File: config.mk
export PLATFORM = sky130hd
export DESIGN_NAME = serial_demux_ctrl
export DESIGN_NICKNAME = d
export VERILOG_FILES = /design/src/rtl/serial_demux_ctrl.sv
export SDC_FILE = /design/constraint.sdc
export NUM_CORES = 1
export LEC_CHECK = 0
export ABC_AREA = 1
export BUFFER_PORTS_ARGS = -buffer_cell sky130_fd_sc_hd__buf_2
export CORE_MARGIN = 1.5
export CORE_UTILIZATION = 30
export DETAILED_ROUTE_END_ITERATION = 8
export GPL_ROUTABILITY_DRIVEN = 0
export PLACE_DENSITY = 0.47
export SETUP_SLACK_MARGIN = 0.1
export SLEW_MARGIN = 5
export SYNTH_ARGS = -nofsm -noshare
export SYNTH_HDL_FRONTEND = slang
export SYNTH_SLANG_ARGS = --single-unit
File: constraint.sdc
create_clock -name clk -period 1.9 [get_ports clk]
set_input_delay 0.19 -clock clk [delete_from_list [all_inputs] [get_ports clk]]
set_output_delay 0.19 -clock clk [all_outputs]
set_load 0.01 [all_outputs]
File: src/rtl/serial_demux_ctrl.sv
`timescale 1ns/1ps
// serial_demux_ctrl
// Serial-frame demultiplexer. Each frame is a start bit (0), an ADDR_W-bit channel
// address and an LEN_W-bit payload length, all MSB-first, then `length` payload bits.
// Payload bits are routed to ser_out[chan]. A length above MAX_LEN puts the block in an
// error state that clears only after RESYNC consecutive idle (1) bits on the line.
// All state advances only on clock edges with clk_en=1.
//
// Ports:
//   clk           system clock
//   rst           asynchronous reset, active-low
//   clk_en        bit strobe
//   ser_in        serial line (idle=1)
//   ser_out       ser_out[chan] follows ser_in while in DATA, all other bits 0
//   ser_out_valid high while in DATA
//   done          high for the single step following a completed frame
//   err           high while in the length-overflow error state
//   chan          last decoded channel address
//   ssd_out       seven-segment hex digit of chan, {g,f,e,d,c,b,a}, one clock behind chan
module serial_demux_ctrl #(
    parameter int unsigned ADDR_W         = 2,
    parameter int unsigned LEN_W          = 4,
    parameter int unsigned MAX_LEN        = 2**LEN_W - 1,
    parameter int unsigned RESYNC         = 4,
    parameter bit          SSD_ACTIVE_LOW = 1'b1,
    localparam int unsigned NCH           = 2**ADDR_W
) (
    input  logic              clk,
    input  logic              rst,
    input  logic              clk_en,
    input  logic              ser_in,
    output logic [NCH-1:0]    ser_out,
    output logic              ser_out_valid,
    output logic              done,
    output logic              err,
    output logic [ADDR_W-1:0] chan,
    output logic [6:0]        ssd_out
);

    // One shared counter: field bit index, remaining payload, or idle-run length.
    localparam int unsigned M1     = (MAX_LEN > RESYNC) ? MAX_LEN : RESYNC;
    localparam int unsigned M2     = (ADDR_W > LEN_W) ? ADDR_W : LEN_W;
    localparam int unsigned CntMax = (M1 > M2) ? M1 : M2;
    localparam int unsigned CntW   = $clog2(CntMax + 1);

    typedef enum logic [2:0] {StIdle, StAddr, StLen, StData, StDone, StErr} state_e;

    state_e            state_q, state_d;
    logic [CntW-1:0]   cnt_q, cnt_d;
    logic [ADDR_W-1:0] addr_q, addr_d, addr_shift;
    logic [LEN_W-1:0]  len_q, len_d, len_shift;
    logic [ADDR_W-1:0] chan_q, chan_d;
    logic              valid_q, done_q, err_q;
    logic [6:0]        ssd_q;

    function automatic logic [6:0] hex7(input logic [3:0] v);
        logic [6:0] s;
        case (v)
            4'h0: s = 7'h3F;  4'h1: s = 7'h06;  4'h2: s = 7'h5B;  4'h3: s = 7'h4F;
            4'h4: s = 7'h66;  4'h5: s = 7'h6D;  4'h6: s = 7'h7D;  4'h7: s = 7'h07;
            4'h8: s = 7'h7F;  4'h9: s = 7'h6F;  4'hA: s = 7'h77;  4'hB: s = 7'h7C;
            4'hC: s = 7'h39;  4'hD: s = 7'h5E;  4'hE: s = 7'h79;  default: s = 7'h71;
        endcase
        return s ^ {7{SSD_ACTIVE_LOW}};
    endfunction

    always_comb begin
        state_d    = state_q;
        cnt_d      = cnt_q;
        addr_d     = addr_q;
        len_d      = len_q;
        chan_d     = chan_q;
        // Shift-in views with the current bit appended; truncation drops the oldest bit.
        addr_shift = ADDR_W'({addr_q, ser_in});
        len_shift  = LEN_W'({len_q, ser_in});
        if (clk_en) begin
            case (state_q)
                StIdle: begin
                    if (!ser_in) begin
                        state_d = StAddr;
                        cnt_d   = '0;
                    end
                end
                StAddr: begin
                    addr_d = addr_shift;
                    if (cnt_q == CntW'(ADDR_W - 1)) begin
                        chan_d  = addr_shift;
                        cnt_d   = '0;
                        state_d = StLen;
                    end else begin
                        cnt_d = cnt_q + CntW'(1);
                    end
                end
                StLen: begin
                    len_d = len_shift;
                    if (cnt_q == CntW'(LEN_W - 1)) begin
                        cnt_d = '0;
                        if (len_shift == '0) begin
                            state_d = StDone;
                        end else if (32'(len_shift) > MAX_LEN) begin
                            state_d = StErr;
                        end else begin
                            state_d = StData;
                            cnt_d   = CntW'(len_shift);
                        end
                    end else begin
                        cnt_d = cnt_q + CntW'(1);
                    end
                end
                StData: begin
                    if (cnt_q == CntW'(1)) begin
                        state_d = StDone;
                        cnt_d   = '0;
                    end else begin
                        cnt_d = cnt_q - CntW'(1);
                    end
                end
                StDone: begin
                    // A start bit here is deliberately ignored.
                    state_d = StIdle;
                end
                StErr: begin
                    if (ser_in) begin
                        if (cnt_q == CntW'(RESYNC - 1)) begin
                            state_d = StIdle;
                            cnt_d   = '0;
                        end else begin
                            cnt_d = cnt_q + CntW'(1);
                        end
                    end else begin
                        cnt_d = '0;
                    end
                end
                default: begin
                    state_d = StIdle;
                    cnt_d   = '0;
                end
            endcase
        end
    end

    always_ff @(posedge clk or negedge rst) begin
        if (!rst) begin
            state_q <= StIdle;
            cnt_q   <= '0;
            addr_q  <= '0;
            len_q   <= '0;
            chan_q  <= '0;
            valid_q <= 1'b0;
            done_q  <= 1'b0;
            err_q   <= 1'b0;
            ssd_q   <= hex7(4'h0);
        end else begin
            state_q <= state_d;
            cnt_q   <= cnt_d;
            addr_q  <= addr_d;
            len_q   <= len_d;
            chan_q  <= chan_d;
            // Flags registered from the next state so they line up with state_q.
            valid_q <= (state_d == StData);
            done_q  <= (state_d == StDone);
            err_q   <= (state_d == StErr);
            ssd_q   <= hex7(4'(chan_q));
        end
    end

    always_comb begin
        ser_out = '0;
        if (valid_q) begin
            ser_out[chan_q] = ser_in;
        end
    end

    assign ser_out_valid = valid_q;
    assign done          = done_q;
    assign err           = err_q;
    assign chan          = chan_q;
    assign ssd_out       = ssd_q;

endmodule

# Word-level counts from Yosys, hierarchy flattened
# Index checks and enable logic that the tools add are counted.
# word_totals
reg_bits	23
out_inout_bits	16
inputBits	4
wordCells	59
# classes
n_eq_ne	14
n_mux	21
add_sub_neg	2
n_lt_le_gt_ge	2
reduce_logical	8
bitwise	3
# ops
operator	n
4-bit two-way mux	8
7-bit case mux with 4 select lines	1
3-bit two-way mux	8
4-bit case mux with 6 select lines	1
3-bit case mux with 5 select lines	1
3-bit == test, second input constant	4
3-bit by 2-bit == test with 1-bit output, second input constant	3
7-bit inverter	1
3-bit AND reduction	2
4-bit by 1-bit adder with 4-bit output, second input constant	1
4-bit AND	1
2-bit == test, second input constant	2
4-bit by 1-bit == test with 1-bit output, second input constant	1
4-bit by 2-bit == test with 1-bit output, second input constant	1
4-bit zero test	1
2-bit AND reduction	2
4-bit by 1-bit subtractor with 4-bit output, second input constant	1
3-bit by 1-bit == test with 1-bit output, second input constant	1
3-bit zero test	1
2-bit by 3-bit less-than comparator with 1-bit output, second input constant	1
1-bit demux with 2-bit select	1
2-bit by 1-bit == test with 1-bit output, second input constant	1
2-bit by 1-bit greater-or-equal comparator with 1-bit output, second input constant	1
2-bit zero test	1
other kinds (4)	4

# Logic depth before layout (Yosys ltp)
# depth
ltp_word	6
ltp_mapped	11
depth_no_buf	11

# Worst setup path after synthesis
# Ideal clock, no wire load.
# synth_timing
kind	flip-flop to flip-flop
startpoint	reg cnt_q[0]
endpoint	reg err_q, in the netlist err
setup_ns	0.071
path_slack_ns	0.568
path_stages_with_launch	10
n_path_buf	0
synth_period_minus_slack_ns	1.332
arrival_time_ns	1.260
required_time_ns	1.829
path_cell_list	dfrtp_1 -> ha_1 -> nand2_1 -> nor2_1 -> nand2_1 -> nand2_1 -> nand2_1 -> a21oi_1 -> nand2_1 -> nor2_1
# synth_via
elab_chain_len	6
elab_cells_between_ends	10
classes_between	eq/ne: 3; mux: 7
# synth_lines
element	line	rtl
start: declaration	49	logic [CntW-1:0] cnt_q, cnt_d;
start signal: assignment	155	cnt_q <= cnt_d;
4-bit by 2-bit == test with 1-bit output	96, 124	
3-bit two-way mux	124	if (cnt_q == CntW'(RESYNC - 1)) begin
3-bit two-way mux	123	if (ser_in) begin
3-bit case mux with 5 select lines (*)	77	case (state_q)
3-bit two-way mux (*)	76	if (clk_en) begin
3-bit == test (*)	162	err_q <= (state_d == StErr);
end signal: assignment	162	
end: declaration	53	logic valid_q, done_q, err_q;
# Mark *: on every way between the ends. The rest lies on a longest branch, timed or not.
# A chain may end at the register's enable or synchronous reset.

# Worst setup path in the final report
# Same ends and word-level chain as after synthesis.

==> results.md <==
STA:
- Setup violations remaining at the end of the flow were counted as 0.
- The number of slew-limit violations in the final report was 0.
- Setup repair after global routing left no endpoint under its margin.
- Setup total negative slack on the finished layout was measured at 0 ps.
- Timing would allow up to 625.8 MHz.
- The final-report hold violation count is 0.
- The final critical-path share of the clock period is 0.8410.
- For the finished layout, the period the worst path requires is 1598 ps.
- The setup skew after layout is 4.601 ps.
- Hold is met by between 200 and 250 ps.

Drt:
- Using the TritonRoute via totals, the vias-per-cell ratio works out to 4.488.
- For this block, the initial DRC count from the detailed router was 29.
- Once detail routing completed, the nets flagged for antenna violations numbered 0.
- Dividing the detail-routed wire length by the instance count gives 11.35 um.
- The total via count after detailed routing is 1077.
- Summed over all layers, the routed wires come to 2.724 mm.
- The first detailed-routing pass ran for 4 iterations.
- The DRC violation count after routing is 0.

Clocking:
- The clock slew seen by the registers of the worst setup and hold paths is 80 ps.
- The number of setup buffers added after CTS is 0.
- The source-to-sink clock delay at the later pin of the worst-skew pair is 270 ps.
- The number of clock buffers added by TritonCTS is 3.
- The CTS tree is built.
- In this run the number of H-tree levels came out at 1.
- The CTS sink count is 21.
- The post-CTS resize count is 0.
- The tree is rooted in a clkbuf_8.
- The maximum root-to-sink buffer count is 2.

Die:
- The number of core rows is 23.
- The height of the die is 66.97 um.
- The area inside the core boundary is 3971 um2.
- In this run the horizontal extent of the chip is 66.97 um.
- The die covers between 4000 and 5000 um2.
- 20 I/O pins were placed.
- The effective utilization at floorplan is 0.3091.

Synthesis:
- The post-synthesis instance total is 172.
- After synthesis the netlist holds a flip-flop and latch count of 21.
- Summing every instance area after synthesis gives about 1200 um2.
- The distinct cell type count after synthesis is 23.
- The number of nets handed over by synthesis was 179.
- Of the synthesized area, sequential elements account for 0.4292.
- Yosys printed 0 warnings.
- The average instance area after synthesis is 7.136 um2.

Setup path:
- The worst setup path is captured at a flop.
- The maximum cell stage delay along the critical path is 470 ps.
- At the worst endpoint, the required time is roughly 2100 ps.
- Traced cell by cell, the critical path runs through ha_1, nand2_1, nor2_1, nand2_1, nand2_1, nand2_1, a21oi_1, nand2_1, nor2_1.
- Together, buffers and inverters on the worst path number 0.
- Data arrives at the worst endpoint at roughly 1800 ps.
- The worst-path cell with the longest stage delay is dfrtp_1.
- The cell family contributing the most delay on the critical path is simple AND/OR/NAND/NOR gates.
- The length in cells of the worst reg-to-reg path is 9.
- Counting buffers and inverters, the worst setup path is 9 cells deep.
- The start-to-end type of the worst setup path is reg -> reg.
- STA classifies the critical path startpoint as a flop.
- The critical path's most frequent cell is nand2_1.
- The peak fanout along the critical path is 7.

Global route:
- The via count of the first global-routing pass is 1010.
- The sum of overflow across all layers after global routing is 0.
- The number of antenna violations at the first check in global routing is 0.
- The total routing resource utilization after global routing is 0.1347.
- The first global-routing pass estimated between 4 and 5 mm of wire.
- Entering global routing, the biggest net connects 22 pins.

Power and ir drop:
- The maximum vdd drop is 0.3896 mV.
- The leakage power figure is 0.7569 nW.
- The ratio of total power to cell area is approximately 1400 nW/um2.

Cells and area:
- The antenna diode count is 0.
- After filler insertion, the fill cell instance count of the layout stands at 444.
- Of the cells placed in the final design, the portion with a size suffix greater than 1 is 0.1737.
- The area of the multi-input gates is 575.6 um2.
- At the end of the flow, the number of nets in the layout was 198.
- Leaving out fill and tap cells, the most frequent cell in the layout is nand2_1.
- Leaving out fill and tap cells, the most frequent cells in the layout are 58 x nand2_1, 21 x inv_1, 20 x dfrtp_1, 18 x buf_2, 17 x nor2_1.
- Summing all flip-flop and latch instances after layout gives between 500 and 600 um2.
- The cell area after layout is 1401 um2.
- The area growth from synthesis to layout is 14.17%.

Hold path:
- The worst hold path was traced through 3 stages.
- The tightest min-delay check is of the in -> reg type.

Placed design:
- The post-detailed-placement cell area is 1345 um2.
- The detailed placement HPWL is roughly 2.1 mm.
- The total of buffers placed on input and output ports is 18.

Job:
- Across the run, the number of max-cap violations was 0.

Status:
- The flow ran to the end, and the final reports show no timing, DRC or antenna violations.
-- sequential cells by signal, summed over array words and instances (netlist names) --
| signal | cells |
|---|---|
| addr_q | 1 |
| cnt_q | 4 |
| ser_out_valid | 1 |
| err | 1 |
| len_q | 3 |
| chan | 2 |
| ssd_out | 5 |
| state_q | 3 |
| done | 1 |
-- repair_timing --
item                                   CTS  global route
endpoints found under the hold margin   20             0
hold buffers                             1             0
setup endpoints to repair                0             0
-- through the flow --
stage                 util  power, mW  worst slack (ps)  cells
global placement    0.3387      1.703             360.2    235
CTS                 0.3529      2.026             319.4    240
global route        0.3529      2.204             100.0    240
detailed placement  0.3387      1.715             336.8    235
floorplan                -      1.485             568.4    172
finish              0.3529      2.004             302.1    240
-- layout make-up --
type	count	area share
Sequential cell	21	0.3759
Timing Repair Buffer	19	0.07143
Clock inverter	1	0.003571
Clock buffer	3	0.02946
Inverter	24	0.06429
Multi-Input combinational cell	122	0.4107
Tap cell	50	0.04464
-- cell families after synthesis --
| kind of cell | Yosys count | share of synthesized area |
|---|---|---|
| buf+inv | 29 | 0.1019 |
| xor+xnor | 2 | 0.01427 |
| other cells | 1 | 0.003055 |
| fa+ha+maj | 3 | 0.03058 |
| flops | 21 | 0.4292 |
| simple gates | 100 | 0.3558 |
| compound gates | 16 | 0.06523 |
-- synthesized netlist by cell type (all sizes together) --
cell type | n | area share
xor2 | 1 | 0.0071
o21ai | 11 | 0.045
clkbuf | 1 | 0.0031
nand4 | 2 | 0.010
xnor2 | 1 | 0.0071
nor2 | 21 | 0.088
nor3 | 5 | 0.020
nand2 | 61 | 0.19
dfrtp | 20 | 0.41
inv | 24 | 0.073
buf | 4 | 0.025
nand3 | 11 | 0.045
a21oi | 5 | 0.020
conb | 1 | 0.0031
ha | 3 | 0.031
dfstp | 1 | 0.021
-- worst paths after layout --
check / from / endpoint / slack [ps]
worst max-delay path: cnt_q[0]$_DFFE_PN0P_ / err$_DFF_PN0_ / 300
worst min-delay path: ser_in / addr_q[0]$_DFFE_PN0P_ / 230
worst max register to register: cnt_q[0]$_DFFE_PN0P_ / err$_DFF_PN0_ / 300
worst min register to register: chan[0]$_DFFE_PN0P_ / ssd_out[4]$_DFF_PN0_ / 500
max in group asynchronous: rst / ssd_out[6]$_DFF_PN1_ / 1130
min in group asynchronous: rst / cnt_q[3]$_DFFE_PN0P_ / 410
-- layer usage --
metal | part of all wire | global-route usage | vias up
met3 | 0.028 | 0.02196 | 5
met2 | 0.48 | 0.2175 | 12
met5 | 0 | 0 | -
met1 | 0.48 | 0.1818 | 494
li1 | - | - | 566
met4 | 0.015 | 0.04592 | 0
-- worst reg2reg max path: cells and delay by family (launching register included) --
family / cells / cell delay, ps
compound gates: 1 / 120
fa+ha+maj: 1 / 270
flops: 1 / 470
simple gates: 7 / 670
-- power breakdown --
group | internal (mW) | switching (mW) | total, mW | leakage, nW
sequential | 0.619 | 0.186 | 0.805 | 0.273
combinational | 0.330 | 0.563 | 0.894 | 0.458
clock | 0.146 | 0.159 | 0.305 | 0.0255
total | 1.10 | 0.908 | 2.00 | 0.757
Note: power is estimated with default switching activity, not from simulation.
